**src/rtl/booth_product_accumulator_if.sv**
```systemverilog
// Handshake bundle between the Booth multiplier stage, the frame accumulator
// and the result consumer.
interface booth_product_accumulator_if #(
  parameter int ACC_W = 12
);
  logic             start;
  logic [3:0]       len;
  logic [7:0]       product;
  logic             in_valid;
  logic             in_ready;
  logic [ACC_W-1:0] acc_out;
  logic             out_valid;
  logic             out_ready;
  logic             overflow;
  logic             busy;

  modport master (
    output start, len, product, in_valid, out_ready,
    input  in_ready, acc_out, out_valid, overflow, busy
  );

  modport slave (
    input  start, len, product, in_valid, out_ready,
    output in_ready, acc_out, out_valid, overflow, busy
  );
endinterface

```
**src/rtl/booth_product_accumulator.sv**
```systemverilog
// Sums a frame of 1..16 signed 8-bit products into a saturating ACC_W-bit
// accumulator and presents the frame sum over a valid/ready handshake.
module booth_product_accumulator #(
  parameter int ACC_W = 12
) (
  input  logic                          clk,
  input  logic                          rst,
  booth_product_accumulator_if.slave    bus
);

  typedef enum logic [1:0] {
    ST_IDLE  = 2'd0,
    ST_ACCUM = 2'd1,
    ST_DONE  = 2'd2
  } state_t;

  state_t           state_r;
  state_t           state_next_s;
  logic [ACC_W-1:0] acc_r;
  logic [4:0]       count_r;
  logic [4:0]       len_r;
  logic             overflow_r;
  logic             in_ready_r;
  logic             out_valid_r;
  logic             busy_r;
  logic             accept_s;
  logic             last_s;
  logic [ACC_W:0]   sat_result_s;

  // Add at ACC_W+1 bits and clamp; the MSB of the result flags a clamp.
  function automatic logic [ACC_W:0] sat_add(input logic [ACC_W-1:0] a,
                                             input logic [7:0]       p);
    logic [ACC_W:0] wide;
    logic [ACC_W:0] res;
    wide = {a[ACC_W-1], a} + {{(ACC_W-7){p[7]}}, p};
    if (wide[ACC_W] != wide[ACC_W-1]) begin
      if (wide[ACC_W]) begin
        res = {1'b1, 1'b1, {(ACC_W-1){1'b0}}};
      end else begin
        res = {1'b1, 1'b0, {(ACC_W-1){1'b1}}};
      end
    end else begin
      res = {1'b0, wide[ACC_W-1:0]};
    end
    return res;
  endfunction

  // Product acceptance and end-of-frame detection.
  always_comb begin
    accept_s     = 1'b0;
    last_s       = 1'b0;
    sat_result_s = sat_add(acc_r, bus.product);
    if (state_r == ST_ACCUM) begin
      accept_s = bus.in_valid;
      last_s   = bus.in_valid && (count_r == (len_r - 5'd1));
    end else begin
      accept_s = 1'b0;
      last_s   = 1'b0;
    end
  end

  // Next-state decode.
  always_comb begin
    state_next_s = state_r;
    case (state_r)
      ST_IDLE: begin
        if (bus.start) begin
          state_next_s = ST_ACCUM;
        end else begin
          state_next_s = ST_IDLE;
        end
      end
      ST_ACCUM: begin
        if (last_s) begin
          state_next_s = ST_DONE;
        end else begin
          state_next_s = ST_ACCUM;
        end
      end
      ST_DONE: begin
        if (bus.out_ready) begin
          state_next_s = ST_IDLE;
        end else begin
          state_next_s = ST_DONE;
        end
      end
      default: begin
        state_next_s = ST_IDLE;
      end
    endcase
  end

  // State register.
  always_ff @(posedge clk or posedge rst) begin
    if (rst) begin
      state_r <= ST_IDLE;
    end else begin
      state_r <= state_next_s;
    end
  end

  // Handshake flags are registered copies of the next-state decode.
  always_ff @(posedge clk or posedge rst) begin
    if (rst) begin
      in_ready_r  <= 1'b0;
      out_valid_r <= 1'b0;
      busy_r      <= 1'b0;
    end else begin
      in_ready_r  <= (state_next_s == ST_ACCUM);
      out_valid_r <= (state_next_s == ST_DONE);
      busy_r      <= (state_next_s != ST_IDLE);
    end
  end

  // Frame datapath: results persist after the handshake until the next start.
  always_ff @(posedge clk or posedge rst) begin
    if (rst) begin
      acc_r      <= {ACC_W{1'b0}};
      count_r    <= 5'd0;
      len_r      <= 5'd0;
      overflow_r <= 1'b0;
    end else begin
      case (state_r)
        ST_IDLE: begin
          if (bus.start) begin
            len_r      <= (bus.len == 4'd0) ? 5'd16 : {1'b0, bus.len};
            acc_r      <= {ACC_W{1'b0}};
            count_r    <= 5'd0;
            overflow_r <= 1'b0;
          end
        end
        ST_ACCUM: begin
          if (accept_s) begin
            acc_r      <= sat_result_s[ACC_W-1:0];
            overflow_r <= overflow_r | sat_result_s[ACC_W];
            count_r    <= count_r + 5'd1;
          end
        end
        default: begin
        end
      endcase
    end
  end

  assign bus.in_ready  = in_ready_r;
  assign bus.out_valid = out_valid_r;
  assign bus.busy      = busy_r;
  assign bus.acc_out   = acc_r;
  assign bus.overflow  = overflow_r;

endmodule

```
**src/flat_wrapper.sv**
```systemverilog
// flat-port wrapper written by rule: the top's interface ports become plain ports
module booth_product_accumulator_flat 
#(
  parameter int ACC_W = 12
)
  (clk, rst, bus_start, bus_len, bus_product, bus_in_valid, bus_out_ready, bus_in_ready, bus_acc_out, bus_out_valid, bus_overflow, bus_busy);
  booth_product_accumulator_if #(.ACC_W(ACC_W)) bus_i ();
  input  logic clk;
  input  logic rst;
  input wire logic [$bits(bus_i.start)-1:0] bus_start;
  input wire logic [$bits(bus_i.len)-1:0] bus_len;
  input wire logic [$bits(bus_i.product)-1:0] bus_product;
  input wire logic [$bits(bus_i.in_valid)-1:0] bus_in_valid;
  input wire logic [$bits(bus_i.out_ready)-1:0] bus_out_ready;
  output wire logic [$bits(bus_i.in_ready)-1:0] bus_in_ready;
  output wire logic [$bits(bus_i.acc_out)-1:0] bus_acc_out;
  output wire logic [$bits(bus_i.out_valid)-1:0] bus_out_valid;
  output wire logic [$bits(bus_i.overflow)-1:0] bus_overflow;
  output wire logic [$bits(bus_i.busy)-1:0] bus_busy;
  assign bus_i.start = bus_start;
  assign bus_i.len = bus_len;
  assign bus_i.product = bus_product;
  assign bus_i.in_valid = bus_in_valid;
  assign bus_i.out_ready = bus_out_ready;
  assign bus_in_ready = bus_i.in_ready;
  assign bus_acc_out = bus_i.acc_out;
  assign bus_out_valid = bus_i.out_valid;
  assign bus_overflow = bus_i.overflow;
  assign bus_busy = bus_i.busy;
  booth_product_accumulator #(.ACC_W(ACC_W)) u_core (.clk(clk), .rst(rst), .bus(bus_i));
endmodule
```
**config.mk**
```make
export PLATFORM = sky130hd
export DESIGN_NAME = booth_product_accumulator_flat
export DESIGN_NICKNAME = d
export VERILOG_FILES = /design/src/rtl/booth_product_accumulator_if.sv /design/src/rtl/booth_product_accumulator.sv /design/src/flat_wrapper.sv
export SDC_FILE = /design/constraint.sdc
export NUM_CORES = 1
export LEC_CHECK = 0
export ABC_AREA = 1
export BUFFER_PORTS_ARGS = -buffer_cell sky130_fd_sc_hd__buf_2
export CAP_MARGIN = 20
export CORE_AREA = 10 10 80 82
export DETAILED_ROUTE_END_ITERATION = 10
export DIE_AREA = 0 0 90 92
export HOLD_SLACK_MARGIN = 0.08
export PLACE_DENSITY = 0.73
export SKIP_CTS_REPAIR_TIMING = 1
export SYNTH_ARGS = -nofsm -noshare
export SYNTH_HDL_FRONTEND = slang
export SYNTH_SLANG_ARGS = --single-unit
export TNS_END_PERCENT = 10
```
**constraint.sdc**
```tcl
create_clock -name clk -period 2.15 [get_ports clk]
set_input_delay 0.1075 -clock clk [delete_from_list [all_inputs] [get_ports clk]]
set_output_delay 0.1075 -clock clk [all_outputs]
set_load 0.005 [all_outputs]
```
==> results of run 1 <==
-- flip-flops by register name, indices dropped and copies added (netlist names) --
| name | cells |
|---|---|
| u_core.count_r | 5 |
| u_core.bus.out_valid | 1 |
| u_core.bus.overflow | 1 |
| u_core.bus.busy | 1 |
| u_core.bus.acc_out | 12 |
| u_core.bus.in_ready | 1 |
| u_core.state_r | 2 |
| u_core.len_r | 5 |
-- routing by layer --
metal / track usage, % / share of wire [%] / vias to the layer above
li1: - / - / 895
met1: 12.6 / 44 / 761
met2: 19.2 / 51 / 25
met3: 2.85 / 4.1 / 2
met4: 1.33 / 0.46 / 0
met5: 0 / 0 / -
-- final cells by class --
| type | instances | area share [%] |
|---|---|---|
| Multi-Input combinational cell | 190 | 50.8 |
| Sequential cell | 28 | 28.7 |
| Clock buffer | 3 | 1.69 |
| Inverter | 35 | 5.38 |
| Tap cell | 70 | 3.59 |
| Timing Repair Buffer | 38 | 8.66 |
| Clock inverter | 1 | 1.23 |
-- Yosys cell counts --
cell type | instances | share of area [%]
a211oi_1 | 1 | 0.37
a21oi_1 | 8 | 2.0
a21oi_2 | 3 | 1.3
a21oi_4 | 1 | 0.80
a31oi_1 | 2 | 0.61
and3_1 | 1 | 0.31
buf_6 | 1 | 0.55
clkbuf_1 | 2 | 0.37
dfrtp_1 | 28 | 34
fa_1 | 1 | 0.98
ha_1 | 14 | 8.6
inv_1 | 31 | 5.7
inv_2 | 4 | 0.74
nand2_1 | 74 | 14
nand2_2 | 8 | 2.5
nand2_4 | 6 | 3.3
nand2_8 | 1 | 0.98
nand3_1 | 9 | 2.2
nand3_2 | 3 | 1.5
nand3b_1 | 1 | 0.37
nand4_1 | 6 | 1.8
nor2_1 | 8 | 1.5
nor2_2 | 2 | 0.61
nor2_4 | 3 | 1.7
nor3_1 | 2 | 0.49
o21ai_0 | 11 | 2.7
o21ai_1 | 2 | 0.49
o21ai_2 | 8 | 3.4
or2_1 | 1 | 0.31
xnor2_1 | 8 | 3.4
xor2_1 | 6 | 2.6
-- per-stage QoR --
step	cell area, sq um	worst slack [ns]
3_3_place_gp	2300	0.0779
4_1_cts	2370	0.00123
6_report	2440	0.101
5_1_grt	2440	-0.000835
2_1_floorplan	2040	0.164
3_5_place_dp	2300	0.0443
-- critical path: stages, from the launching register on --
cell,delay [ns]
dfrtp_1,0.40
ha_1,0.23
fa_2,0.36
nand3_1,0.09
nand3_2,0.12
nand3_2,0.10
nand3_2,0.08
nand2_1,0.08
nand2_2,0.08
nand2_4,0.10
nand2_8,0.10
o21ai_2,0.12
nand2_1,0.07
-- power by group through the flow --
| stage | registers [mW] | logic, mW | clock network, mW |
|---|---|---|---|
| 6_report | 0.959 | 2.43 | 0.424 |
| 5_1_grt | 1.00 | 2.77 | 0.459 |
| 4_1_cts | 0.947 | 2.39 | 0.439 |
| 3_3_place_gp | 0.950 | 2.33 | 0 |
| 2_1_floorplan | 0.943 | 1.84 | 0 |
| 3_5_place_dp | 0.957 | 2.37 | 0 |
-- logic make-up after synthesis --
group,after synthesis,share of synthesized area [%]
buffers and inverters,38,7.36
AOI/OAI and AO/OA,36,11.6
and+or+nand+nor,125,31.1
xor gates and xnor gates,14,6.01
adders and majority gates,15,9.56
DFF,28,34.3
-- worst max path at each step --
stage	startpoint	endpoint	slack (ns)
6_report	u_core.bus.acc_out[0]$_DFFE_PP0P_	u_core.bus.acc_out[3]$_DFFE_PP0P_	0.10
5_1_grt	u_core.bus.acc_out[2]$_DFFE_PP0P_	u_core.bus.acc_out[3]$_DFFE_PP0P_	-0.0008
4_1_cts	u_core.bus.acc_out[0]$_DFFE_PP0P_	u_core.bus.acc_out[3]$_DFFE_PP0P_	0.001
3_5_place_dp	u_core.bus.acc_out[0]$_DFFE_PP0P_	u_core.bus.acc_out[3]$_DFFE_PP0P_	0.04
3_3_place_gp	u_core.bus.acc_out[0]$_DFFE_PP0P_	u_core.bus.acc_out[2]$_DFFE_PP0P_	0.08
2_1_floorplan	u_core.bus.acc_out[0]$_DFFE_PP0P_	u_core.bus.acc_out[2]$_DFFE_PP0P_	0.16
==> results.json, run 1 <==
{
  "status": "complete, no violations",
  "dieArea_sq_um": 8280,
  "ys_seq_elements": 28,
  "holdPathStages": 3,
  "yosysSeqAreaShare_pct": 34.3,
  "vias": 1683,
  "skew_ns": 0.0115,
  "io_pins": 33,
  "io_buffers": 32,
  "worst_hold_slack_ns": 0.0895,
  "hold_path_end": "u_core.len_r[2]$_DFFE_PP0P_",
  "vdd_ir_drop_max_mv": 0.681,
  "slew_viol_final": 0,
  "intPower_mw": 1.99,
  "grt_use_total_pct": 10.6,
  "r2r_slack_ns": 0.10,
  "final_common_cell": "nand2_1",
  "cts.htree.levels": 1,
  "drcViolationCount": 0,
  "maxCapViolCount": 0,
  "p_seq_share_pct": 25.1,
  "root_buffer": "clkbuf_8",
  "gp_congestion": 0.849,
  "period_share_pct": 95.3,
  "antenna_found_initial": 0,
  "syn_nets": 288,
  "powerDensity_nw_per_um2": 1560,
  "setup_viol": 0,
  "switchingPower_mw": 1.82,
  "p_clk_share_pct": 11.1,
  "critical_path_class": "reg2reg",
  "drt_first_pass_iters": 4,
  "hpwl_um": 3320,
  "fmax_mhz": 488,
  "synth_area_sq_um": 2040,
  "grt_pass1_vias": 1735,
  "reg2reg_from": "u_core.bus.acc_out[0]$_DFFE_PP0P_",
  "holdCritStartpoint": "bus_len[2]",
  "n_fill_cell": 483,
  "totalPowerFinal_mw": 3.82,
  "grt_max_degree": 29,
  "fin_nets": 328,
  "grt_pass1_wl_um": 7690,
  "tritoncts": "built",
  "vias_per_cell": 4.61,
  "clkTransAtPathRegs_ns": 0.10,
  "syn-mean-instance-area_sq_um": 7.97,
  "die_h_um": 92,
  "grt_overflow": 0,
  "area_growth_pct": 19.7,
  "drtIter0Drc": 118,
  "p_leak_nw": 1.28,
  "finish.utilization_pct": 49.7,
  "diodes": 0,
  "hold_viol": 0,
  "drt.antenna.violating_nets": 0,
  "yosysUniqueCellTypes": 31,
  "clock_sink_count": 28,
  "slew_headroom_pct": 75.6,
  "cp.arrival_ns": 2.22,
  "cts_inserted_buffers": 3,
  "critPathLaunchType": "flop",
  "wl_per_cell_um": 11.9,
  "final_cells": 365,
  "drt-total-wl_um": 4330,
  "worstReg2RegEnd": "u_core.bus.acc_out[3]$_DFFE_PP0P_",
  "synth-warning-count": 0,
  "final_layout_size_suffix_gt1_share_pct": 29.5,
  "pwr-share-comb_pct": 63.7,
  "place_inst": 359,
  "hold_class": "in2reg",
  "r2r_cells": 12,
  "initial_utilization_pct": 41.5,
  "num_rows": 26,
  "multiInputGateArea_sq_um": 1240,
  "seq_area_sq_um": 701,
  "tightestPinTransition_ns": 0.366,
  "cts_buffer_depth": 2,
  "finalCriticalPeriod_ns": 2.05,
  "cp_max_fo": 10,
  "core_area_sq_um": 4910,
  "clock_latency_ns": 0.28,
  "syn_inst": 256,
  "die_w_um": 90,
  "tns_ns": 0,
  "layout_common_cells": "73 x nand2_1, 32 x buf_2, 31 x inv_1",
  "worst-endpoint-required_ns": 2.32,
  "switching_share_pct": 47.8,
  "endpoint_kind": "flop"
}
Note: power is estimated with default switching activity, not from simulation.
==> inputs of run 2 (changes only) <==
--- a/config.mk
+++ b/config.mk
@@ -8,11 +8,13 @@
 export ABC_AREA = 1
 export BUFFER_PORTS_ARGS = -buffer_cell sky130_fd_sc_hd__buf_2
 export CAP_MARGIN = 20
-export CORE_AREA = 10 10 80 82
+export CELL_PAD_IN_SITES_DETAIL_PLACEMENT = 0
+export CELL_PAD_IN_SITES_GLOBAL_PLACEMENT = 1
+export CORE_AREA = 10 10 81 83
 export DETAILED_ROUTE_END_ITERATION = 10
-export DIE_AREA = 0 0 90 92
+export DIE_AREA = 0 0 91 93
 export HOLD_SLACK_MARGIN = 0.08
-export PLACE_DENSITY = 0.73
+export PLACE_DENSITY = 0.89
 export SKIP_CTS_REPAIR_TIMING = 1
 export SYNTH_ARGS = -nofsm -noshare
 export SYNTH_HDL_FRONTEND = slang
==> results.json, run 2 (same netlist as run 1, synthesis figures left out) <==
{
  "holdCritStartpoint": "bus_len[0]",
  "gp_congestion": 0.850,
  "drtIter0Drc": 45,
  "grt_pass1_wl_um": 7450,
  "grt_overflow": 0,
  "final_common_cell": "nand2_1",
  "p_leak_nw": 1.28,
  "cp.arrival_ns": 2.14,
  "setup_viol": 0,
  "fin_nets": 330,
  "antenna_found_initial": 0,
  "final_cells": 366,
  "clock_latency_ns": 0.26,
  "worst-endpoint-required_ns": 2.31,
  "gr-usage-met3_pct": 1.76,
  "powerDensity_nw_per_um2": 1520,
  "place_ws_ns": 0.0287,
  "wl_per_cell_um": 11.5,
  "initial_utilization_pct": 40.7,
  "root_buffer": "clkbuf_8",
  "io_pins": 33,
  "core_area_sq_um": 5010,
  "fmax_mhz": 505,
  "num_rows": 26,
  "intPower_mw": 1.87,
  "die_h_um": 93,
  "rsz0062_at_grt": "no",
  "tightestPinTransition_ns": 0.351,
  "vdd_ir_drop_max_mv": 0.645,
  "die_w_um": 91,
  "final_cell_area_sq_um": 2400,
  "crit_start": "u_core.bus.acc_out[0]$_DFFE_PP0P_",
  "dieArea_sq_um": 8460,
  "drt-total-wl_um": 4220,
  "cp_max_fo": 4,
  "status": "complete, no violations",
  "tns_ns": 0,
  "critical_path_class": "reg2reg",
  "critPathLaunchType": "flop",
  "final_layout_size_suffix_gt1_share_pct": 29.4,
  "cts_inserted_buffers": 3,
  "reg2reg_from": "u_core.bus.acc_out[0]$_DFFE_PP0P_",
  "diodes": 0,
  "p_clk_share_pct": 7.4,
  "worst_hold_slack_ns": 0.100,
  "place_inst": 360,
  "switching_share_pct": 48.8,
  "finalCriticalPeriod_ns": 1.98,
  "layout_setup_ws_ns": 0.170,
  "vias_per_cell": 4.59,
  "pwr-share-comb_pct": 66.4,
  "clock_sink_count": 28,
  "n_fill_cell": 539,
  "hpwl_um": 3530,
  "period_share_pct": 92.1,
  "grt_util_met2_pct": 17.8,
  "r2r_slack_ns": 0.17,
  "p_seq_share_pct": 26.2,
  "hold_viol": 0,
  "grt_use_met1_pct": 12.7,
  "vias": 1681,
  "skew_ns": 0.00204,
  "layout_common_cells": "73 x nand2_1, 32 x buf_2, 31 x inv_1",
  "maxCapViolCount": 0,
  "tritoncts": "built",
  "totalPowerFinal_mw": 3.65,
  "grt_busiest_layer": "met2",
  "switchingPower_mw": 1.78,
  "grt_pass1_vias": 1722,
  "place_area_sq_um": 2310,
  "hold_class": "in2reg",
  "slew_viol_final": 0,
  "slew_headroom_pct": 76.6,
  "area_growth_pct": 17.8,
  "grt_max_degree": 29,
  "finish.utilization_pct": 48.0,
  "drt.antenna.violating_nets": 0,
  "endpoint_kind": "flop",
  "cts.htree.levels": 1,
  "cts_buffer_depth": 2,
  "largest_reg_flops": 12,
  "drcViolationCount": 0,
  "grt_use_total_pct": 10.1,
  "clkTransAtPathRegs_ns": 0.09,
  "drt_first_pass_iters": 4,
  "io_buffers": 32
}
==> run 2: changes by cell type in the layout (fill, tap and decap cells not counted), sizes merged <==
| cell | previous run | this run |
|---|---|---|
| buf | 37 | 39 |
| bufinv | 1 | 0 |
==> run 2: area by class of cell <==
class                           count  area, sq um  share of cell area [%]
Clock buffer                        3         41.3                    1.72
Tap cell                           70         87.6                    3.64
Multi-Input combinational cell    190         1220                    50.6
Timing Repair Buffer               40          226                    9.42
Sequential cell                    28          701                    29.1
Inverter                           35          131                    5.46
==> run 2: worst max-delay path, stage by stage, from the launching register on <==
cell     delay (ns)
dfrtp_1        0.40
ha_2           0.20
fa_2           0.35
nand3_1        0.09
nand3_2        0.12
nand2_2        0.10
nand2_4        0.06
nand2_2        0.05
nand2_2        0.05
nand2_4        0.10
a21oi_4        0.06
buf_4          0.15
o21ai_1        0.07
nand2_1        0.06
==> run 2: worst paths after layout <==
path | to | cells past startpoint
min | u_core.len_r[0]$_DFFE_PP0P_ | 3
max in group asynchronous | u_core.bus.busy$_DFF_PP0_ | 4
max reg2reg | u_core.bus.acc_out[2]$_DFFE_PP0P_ | 13
min reg2reg | u_core.len_r[4]$_DFFE_PP0P_ | 2
min in group asynchronous | u_core.bus.acc_out[0]$_DFFE_PP0P_ | 4
max | u_core.bus.acc_out[2]$_DFFE_PP0P_ | 13
==> run 2: metal layers <==
metal / wire length, um / share of wire (%)
met1: 1980 / 47
met3: 137 / 3.2
met5: 0 / 0
met2: 2080 / 49
met4: 20 / 0.47
==> run 2: power by group through the flow <==
| stage | Clock (mW) | Sequential (mW) | Combinational, mW |
|---|---|---|---|
| after global routing | 0.308 | 1.00 | 2.75 |
| after floorplan | 0 | 0.943 | 1.84 |
| after global placement | 0 | 0.958 | 2.35 |
| after detailed placement | 0 | 0.965 | 2.38 |
| final | 0.269 | 0.956 | 2.42 |
| after CTS | 0.280 | 0.956 | 2.39 |
